===== src/rtl/avalon_pkg.sv =====
// Shared types and widths for the Avalon-MM wait-state injector.
package avalon_pkg;

  localparam int WAIT_W   = 4;
  localparam int WAIT_MAX = (1 << WAIT_W) - 1;

  typedef enum logic [2:0] {
    IDLE,
    COUNT,
    ISSUE,
    CAPTURE,
    RESP
  } avalon_state_t;

  typedef enum logic {
    KIND_READ,
    KIND_WRITE
  } avalon_kind_t;

  // A request carrying m_read is always treated as a read, even if m_write is also high.
  function automatic avalon_kind_t kind_of(input logic rd);
    return rd ? KIND_READ : KIND_WRITE;
  endfunction

endpackage


===== src/rtl/avalon_wait_counter.sv =====
// Loadable down-counter that sets the stall length of one Avalon transaction.
module avalon_wait_counter
  import avalon_pkg::*;
(
  input  logic              clk,
  input  logic              reset,
  input  logic              load,
  input  logic [WAIT_W-1:0] load_value,
  input  logic              dec,
  output logic [WAIT_W-1:0] value,
  output logic              done
);

  always_ff @(posedge clk) begin
    if (!reset) begin
      value <= '0;
    end else if (load) begin
      value <= load_value;
    end else if (dec && value != '0) begin
      value <= value - 1'b1;
    end
  end

  assign done = (value == WAIT_W'(1));

endmodule


===== src/rtl/avalon_wait_injector.sv =====
// Avalon-MM wait-state injector: latches a master request, stalls it for a fixed
// number of cycles, then performs exactly one single-cycle access to the memory.
module avalon_wait_injector
  import avalon_pkg::*;
#(
  parameter int unsigned READ_WAIT  = 2,
  parameter int unsigned WRITE_WAIT = 3
) (
  input  logic        clk,
  input  logic        reset,
  input  logic [31:0] m_address,
  input  logic        m_read,
  input  logic        m_write,
  input  logic [3:0]  m_byteenable,
  input  logic [31:0] m_writedata,
  output logic [31:0] m_readdata,
  output logic        m_waitrequest,
  output logic [31:0] s_address,
  output logic        s_read,
  output logic        s_write,
  output logic [3:0]  s_byteenable,
  output logic [31:0] s_writedata,
  input  logic [31:0] s_readdata,
  output logic        protocol_err,
  output logic [15:0] rd_count,
  output logic [15:0] wr_count
);

  if (READ_WAIT > WAIT_MAX || WRITE_WAIT > WAIT_MAX) begin : g_param_check
    $fatal(1, "avalon_wait_injector: READ_WAIT and WRITE_WAIT must be within 0..15");
  end

  localparam logic [WAIT_W-1:0] READ_LOAD  = WAIT_W'(READ_WAIT);
  localparam logic [WAIT_W-1:0] WRITE_LOAD = WAIT_W'(WRITE_WAIT);

  avalon_state_t state;
  avalon_kind_t  kind_q;
  logic [31:0]   addr_q;
  logic [3:0]    be_q;
  logic [31:0]   wdata_q;
  logic [31:0]   rdata_q;
  logic          s_read_q;
  logic          s_write_q;
  logic          err_q;
  logic [15:0]   rd_cnt_q;
  logic [15:0]   wr_cnt_q;

  logic              req;
  logic [WAIT_W-1:0] load_value;
  logic              cnt_load;
  logic              cnt_dec;
  logic [WAIT_W-1:0] cnt_value;
  logic              cnt_done;
  logic              violation;

  assign req        = m_read | m_write;
  assign load_value = m_read ? READ_LOAD : WRITE_LOAD;
  assign cnt_load   = (state == IDLE) && req;
  assign cnt_dec    = (state == COUNT);

  avalon_wait_counter u_wait_counter (
    .clk        (clk),
    .reset      (reset),
    .load       (cnt_load),
    .load_value (load_value),
    .dec        (cnt_dec),
    .value      (cnt_value),
    .done       (cnt_done)
  );

  // Once a transaction is latched the master must hold its request unchanged until RESP.
  assign violation = (state != IDLE) &&
                     (!req || (m_address != addr_q) || (kind_of(m_read) != kind_q));

  always_ff @(posedge clk) begin
    if (!reset) begin
      state     <= IDLE;
      kind_q    <= KIND_READ;
      addr_q    <= '0;
      be_q      <= '0;
      wdata_q   <= '0;
      rdata_q   <= '0;
      s_read_q  <= 1'b0;
      s_write_q <= 1'b0;
      err_q     <= 1'b0;
      rd_cnt_q  <= '0;
      wr_cnt_q  <= '0;
    end else begin
      s_read_q  <= 1'b0;
      s_write_q <= 1'b0;
      if (violation) begin
        err_q <= 1'b1;
      end
      case (state)
        IDLE: begin
          if (req) begin
            addr_q  <= m_address;
            be_q    <= m_byteenable;
            wdata_q <= m_writedata;
            kind_q  <= kind_of(m_read);
            if (m_read && m_write) begin
              err_q <= 1'b1;
            end
            if (load_value != '0) begin
              state <= COUNT;
            end else begin
              state     <= ISSUE;
              s_read_q  <= m_read;
              s_write_q <= ~m_read;
            end
          end
        end
        COUNT: begin
          // A zero count here can only come from an upset; recover by issuing.
          if (cnt_done || cnt_value == '0) begin
            state     <= ISSUE;
            s_read_q  <= (kind_q == KIND_READ);
            s_write_q <= (kind_q == KIND_WRITE);
          end
        end
        ISSUE: begin
          state <= (kind_q == KIND_READ) ? CAPTURE : RESP;
        end
        CAPTURE: begin
          rdata_q <= s_readdata;
          state   <= RESP;
        end
        RESP: begin
          if (kind_q == KIND_READ) begin
            rd_cnt_q <= rd_cnt_q + 16'd1;
          end else begin
            wr_cnt_q <= wr_cnt_q + 16'd1;
          end
          state <= IDLE;
        end
        default: state <= IDLE;
      endcase
    end
  end

  assign m_waitrequest = !reset ? 1'b1 :
                         (state == IDLE) ? req : (state != RESP);
  assign m_readdata    = rdata_q;
  assign s_address     = addr_q;
  assign s_byteenable  = be_q;
  assign s_writedata   = wdata_q;
  assign s_read        = s_read_q;
  assign s_write       = s_write_q;
  assign protocol_err  = err_q;
  assign rd_count      = rd_cnt_q;
  assign wr_count      = wr_cnt_q;

endmodule

===== config.mk =====
export PLATFORM = sky130hd
export DESIGN_NAME = avalon_wait_injector
export DESIGN_NICKNAME = d
export VERILOG_FILES = /design/src/rtl/avalon_pkg.sv /design/src/rtl/avalon_wait_counter.sv /design/src/rtl/avalon_wait_injector.sv
export SDC_FILE = /design/constraint.sdc
export NUM_CORES = 1
export LEC_CHECK = 0
export CAP_MARGIN = 20
export CORE_ASPECT_RATIO = 1.2
export CORE_MARGIN = 1.5
export CORE_UTILIZATION = 47
export DETAILED_ROUTE_END_ITERATION = 12
export PLACE_DENSITY = 0.86
export SLEW_MARGIN = 20
export SYNTH_ARGS = -nofsm -noshare
export SYNTH_HDL_FRONTEND = slang
export SYNTH_HIERARCHICAL = 1
export SYNTH_SLANG_ARGS = --single-unit

===== constraint.sdc =====
create_clock -name clk -period 3.3 [get_ports clk]
set_clock_uncertainty 0.2 [all_clocks]
set_input_delay 0.33 -clock clk [delete_from_list [all_inputs] [get_ports clk]]
set_output_delay 0.33 -clock clk [all_outputs]
set_load 0.01 [all_outputs]

==> impl_metrics.json, run 1 <==
{
  "diodes": 0,
  "drc": 0,
  "worst_ir_drop_vdd_mv": 0.484,
  "viasPerCell": 4.95,
  "cts_resized": 0,
  "crit_path_end_kind": "output port",
  "rsz0062_at_grt": "false",
  "grt_usage_pct": 23.9,
  "fin_crit_ns": 2.69,
  "ys_warn_count": 6,
  "grt_pass1_vias": 5163,
  "synth_top_family_by_area": "simple AND/OR/NAND/NOR gates",
  "hp-class": "in2reg",
  "final_hold_viol_count": 0,
  "final_nets": 1044,
  "power_mw": 5.42,
  "grt_overflow": 0,
  "setup_viol": 0,
  "clk_latency_ns": 0.42,
  "port_buffers": 239,
  "area_growth_pct": 50.2,
  "synth-adder-area-share_pct": 0.823,
  "antenna_found_initial": 0,
  "crit_start": "state[2]",
  "clockBufferDepth": 2,
  "cp.arrival_ns": 2.16,
  "muxShareOfSynthArea_pct": 0.329,
  "dp_hpwl_um": 11700,
  "ys_seq_area_share_pct": 47.1,
  "final_core_util_pct": 72.4,
  "worstPathRequired_ns": 2.77,
  "fin_tns_setup_ns": 0,
  "die_y_um": 128,
  "start_util_pct": 48.2,
  "synth_ff_type": "dfxtp_1",
  "synthCells": 714,
  "ys_ff_latch": 143,
  "num_rows": 45,
  "cts_num_sinks": 143,
  "avgSynthCellArea_um2": 8.51,
  "cts-root-buf": "clkbuf_16",
  "grt_pass1_wl_um": 25500,
  "worst_pin_slew_ns": 0.620,
  "max_cap_violations": 0,
  "htreeDepth": 4,
  "multi_input_comb_area_mm2": 0.00302,
  "leakage_nw": 3.35,
  "timing.fmax_ghz": 0.371,
  "wirelength_um": 16200,
  "cts_buffers": 17,
  "cts_tree": "done",
  "final_cell_mix": "clkdlybuf4s50_1, nand2_1, dfxtp_1",
  "layout-drive-gt1-share_pct": 4.95,
  "slew_viol_final": 0,
  "final.fill_count": 970,
  "cts_hold_buf": 0,
  "path_max_fanout": 11,
  "outcome": "completed",
  "die_w_um": 107,
  "synth_edf_count": 0,
  "synthArstFlopShare_pct": 0,
  "placeableCoreArea_mm2": 0.0126,
  "holdCritStartpoint": "reset",
  "dr_total_vias": 5508,
  "p_per_area_mw_per_mm2": 594,
  "wl_per_cell_um": 14.5,
  "synth_compound_area_share_pct": 14.9,
  "drtIter0Drc": 164,
  "slew_headroom_pct": 58.7,
  "first_pass_iters": 4,
  "synth_xor_area_share_pct": 8.36,
  "post_cts_buffers": 0,
  "dp_cells": 1081,
  "area.sequential_mm2": 0.00286,
  "synth_simple_gate_area_share_pct": 24.8,
  "critical_path_class": "reg2out",
  "grt_max_degree": 63,
  "ys_types": 43,
  "gp_congestion": 0.824,
  "die-area_mm2": 0.0136,
  "synth_area_mm2": 0.00608,
  "period_share_pct": 81.6,
  "io-pin-count": 240,
  "clk_pin_slew_ns": 0.06,
  "start_kind": "register",
  "stdcell_count": 1113,
  "final_common_cell": "clkdlybuf4s50_1",
  "detail-route-antenna-nets": 0,
  "r2r_start": "state[2]"
}
[per-layer routing]
metal | vias up | global-route usage, % | share of wire, %
met5 | - | 0 | 0
met1 | 2522 | 26.5 | 40
met4 | 0 | 12.6 | 3.7
li1 | 2793 | - | -
met2 | 154 | 40.3 | 50
met3 | 39 | 8.21 | 6.5
[where the power goes]
group	internal [mW]	total [mW]	switching, mW
Clock	1.05	1.79	0.740
Combinational	0.727	1.50	0.770
Sequential	1.95	2.13	0.175
Total	3.73	5.42	1.69
[through the flow]
stage / worst slack (ns) / hold WS, ns / cell area (µm²)
finish: 0.606 / 0.0838 / 9130
global route: 0.442 / 0.0839 / 9130
CTS: 0.559 / 0.0718 / 9130
detailed placement: 0.799 / 0.256 / 8570
global placement: 0.911 / 0.249 / 8570
floorplan: 1.42 / 0.268 / 6080
[final timing paths]
path	endpoint	slack (ns)	cells after the start
max reg2reg	s_writedata[18]	0.91	6
min reg2reg	s_writedata[25]	0.26	2
min	s_writedata[14]	0.08	2
max	m_waitrequest	0.61	4
[worst max-delay path, stage by stage, from the launching register on]
cell and delay (ns):
dfxtp_1 0.39, nor3_2 0.46, o21ai_4 0.21, nand3_1 0.15
clkdlybuf4s50_1 0.54
[synth_stat cells, types with 2 or more instances]
library cell  count  area [µm²]
nand4_1          16         100
nand3_1          16        80.1
nor3_1            2        10.0
and3_1            8        50.1
a21oi_1           5        25.0
mux2i_1           2        20.0
conb_1            2        7.51
inv_1             8        30.0
or3_1             5        31.3
xor2_1           20         175
a21boi_0        101         758
clkbuf_1         30         113
a21boi_1          4        30.0
nor2_1           14        52.6
xnor2_1          38         333
buf_2            10        50.1
nor3b_1           2        15.0
and2_1           27         169
dfxtp_1         143        2860
nand2_1         218         818
nor2b_1           4        25.0
a2111o_1          2        22.5
o21ai_0           7        35.0
buf_4             2        15.0
and4_1            3        26.3
nor4_1            5        31.3
ha_1              4        50.1
[final cells by class]
| class | instances | area share [%] |
|---|---|---|
| Clock inverter | 13 | 1.29 |
| Multi-Input combinational cell | 520 | 33.1 |
| Tap cell | 164 | 2.25 |
| Timing Repair Buffer | 245 | 26.8 |
| Inverter | 9 | 0.370 |
| Clock buffer | 19 | 4.85 |
| Sequential cell | 143 | 31.4 |
[sequential cells by signal (all words and copies together) (netlist names), 3 cells and up]
register	cells
m_readdata	32
s_address	32
s_writedata	32
rd_count	16
wr_count	16
s_byteenable	4
u_wait_counter/value	4
state	3
[logic make-up (layout without fill, tap and decap cells)]
| family | count (synthesis) | after routing |
|---|---|---|
| XOR/XNOR | 58 | 58 |
| AO/OA/AOI/OAI | 124 | 124 |
| AND/OR/NAND/NOR | 329 | 329 |
| other | 2 | 3 |
| adder cells (fa/ha/maj) | 4 | 4 |
| multiplexers | 2 | 2 |
| buffers and inverters | 52 | 286 |
| flip-flops | 143 | 143 |
Note: power is estimated with default switching activity, not from simulation.
==> run 2, diff against run 1 <==
--- a/config.mk
+++ b/config.mk
@@ -8,9 +8,9 @@
 export CAP_MARGIN = 20
 export CORE_ASPECT_RATIO = 1.2
 export CORE_MARGIN = 1.5
-export CORE_UTILIZATION = 47
+export CORE_UTILIZATION = 44
 export DETAILED_ROUTE_END_ITERATION = 12
-export PLACE_DENSITY = 0.86
+export PLACE_DENSITY = 0.81
 export SLEW_MARGIN = 20
 export SYNTH_ARGS = -nofsm -noshare
 export SYNTH_HDL_FRONTEND = slang
==> constraint.sdc (replaced) <==
create_clock -name clk -period 2.8 [get_ports clk]
set_clock_uncertainty 0.2 [all_clocks]
set_input_delay 0.28 -clock clk [delete_from_list [all_inputs] [get_ports clk]]
set_output_delay 0.28 -clock clk [all_outputs]
set_load 0.01 [all_outputs]
==> impl_metrics.json, run 2 (synthesis results as in run 1) <==
{
  "outcome": "completed",
  "cts-root-buf": "clkbuf_16",
  "worstRegToRegCells": 6,
  "hold_path_end": "wr_count[7]",
  "worst_pin_slew_ns": 0.652,
  "final_cell_mix": "clkdlybuf4s50_1, nand2_1, dfxtp_1",
  "placeableCoreArea_mm2": 0.0134,
  "start_util_pct": 45.5,
  "fin_tns_setup_ns": 0,
  "fin_crit_ns": 2.64,
  "power_mw": 6.76,
  "clkPwrFrac_pct": 36.6,
  "wirelength_um": 16400,
  "area_growth_pct": 51.8,
  "power.share.sequential_pct": 37.0,
  "timing.hold.ws_ns": 0.0479,
  "setup_slack_ns": 0.162,
  "slew_headroom_pct": 56.5,
  "final_core_util_pct": 69.1,
  "p_per_area_mw_per_mm2": 733,
  "crit_start": "state[2]",
  "leakage_nw": 3.41,
  "clockBufferDepth": 2,
  "path_max_fanout": 9,
  "max_cap_violations": 0,
  "drtIter0Drc": 248,
  "final_common_cell": "clkdlybuf4s50_1",
  "gp_congestion": 0.776,
  "period_share_pct": 94.2,
  "final_hold_viol_count": 0,
  "die_y_um": 132,
  "diodes": 0,
  "comb_power_share_pct": 26.3,
  "wl_per_cell_um": 14.6,
  "worstPathRequired_ns": 2.32,
  "r2r-end": "s_writedata[27]",
  "io-pin-count": 240,
  "antenna_found_initial": 0,
  "layout-drive-gt1-share_pct": 4.95,
  "grt_max_degree": 66,
  "grt_pass1_vias": 5441,
  "timing.fmax_ghz": 0.379,
  "grt_pass1_wl_um": 26600,
  "die_w_um": 110,
  "dp_hpwl_um": 11500,
  "cts_tree": "done",
  "switching_power_mw": 1.98,
  "post_cts_buffers": 0,
  "reg2reg_setup_slack_ns": 0.52,
  "intPower_mw": 4.79,
  "grt_usage_pct": 23.4,
  "die-area_mm2": 0.0145,
  "fin_area_mm2": 0.00923,
  "slew_viol_final": 0,
  "viasPerCell": 4.95,
  "first_pass_iters": 4,
  "cts_hold_buf": 0,
  "final_nets": 1045,
  "critical_path_class": "reg2out",
  "clk_latency_ns": 0.42,
  "start_kind": "register",
  "hold_depth": 2,
  "num_rows": 46,
  "cp.arrival_ns": 2.16,
  "stdcell_count": 1118,
  "cts_resized": 0,
  "p_sw_share_pct": 29.2,
  "grt_overflow": 0,
  "placed_cell_area_mm2": 0.00858,
  "htreeDepth": 4,
  "drc": 0,
  "detail-route-antenna-nets": 0,
  "setup_viol": 0,
  "crit_path_end_kind": "output port",
  "dr_total_vias": 5530,
  "cts_buffers": 17,
  "dp_cells": 1086,
  "cts_num_sinks": 143,
  "hp-class": "in2reg",
  "post-place-ws_ns": 0.515,
  "r2r_start": "state[2]",
  "clk_pin_slew_ns": 0.06,
  "holdCritStartpoint": "reset",
  "worst_ir_drop_vdd_mv": 0.451,
  "port_buffers": 239,
  "rsz0062_at_grt": "false"
}
[run 2: cell types whose count changed in the layout (fill, tap and decap cells not counted), sizes merged]
cell and delta:
buf +1, bufinv +4, clkinvlp -4, clkinv -2, clkbuf +2
[run 2: area by class of cell]
| type | instances | area (µm²) |
|---|---|---|
| clock buffer | 21 | 460 |
| clock inverter | 11 | 186 |
| tap | 168 | 210 |
| inverter | 9 | 33.8 |
| timing repair buffer | 246 | 2450 |
| fill | 1087 | 4130 |
| multi-input combinational | 520 | 3020 |
| sequential | 143 | 2860 |
[run 2: power by group through the flow]
stage                     clock network [mW]  registers (mW)  logic, mW
after detailed placement                   0            2.55       1.79
after global placement                     0            2.54       1.78
after floorplan                            0            2.61      0.868
final                                   2.48            2.51       1.78
after global routing                    2.61            2.55       1.99
after CTS                               2.52            2.51       1.81
[run 2: worst max path at each step]
stage / to / slack (ns) / cells past startpoint
CTS: m_waitrequest / 0.16 / 4
global route: m_waitrequest / 0.03 / 4
detailed placement: s_writedata[27] / 0.52 / 6
finish: m_waitrequest / 0.16 / 4
global placement: s_writedata[27] / 0.57 / 6
floorplan: rd_count[8] / 0.92 / 6
[run 2: layer usage]
layer	track usage, %	share of wire [%]	up-vias	wire, µm
li1	-	-	2794	-
met1	25.9	39	2548	6420
met2	40.3	52	159	8430
met3	7.71	6.4	29	1050
met4	10.1	2.7	0	448
met5	0	0	-	0
[run 2: critical path: stages, from the launching register on]
cell	delay [ns]
dfxtp_1	0.40
nor3_2	0.51
o21ai_4	0.13
nand3_1	0.11
clkdlybuf4s50_1	0.57
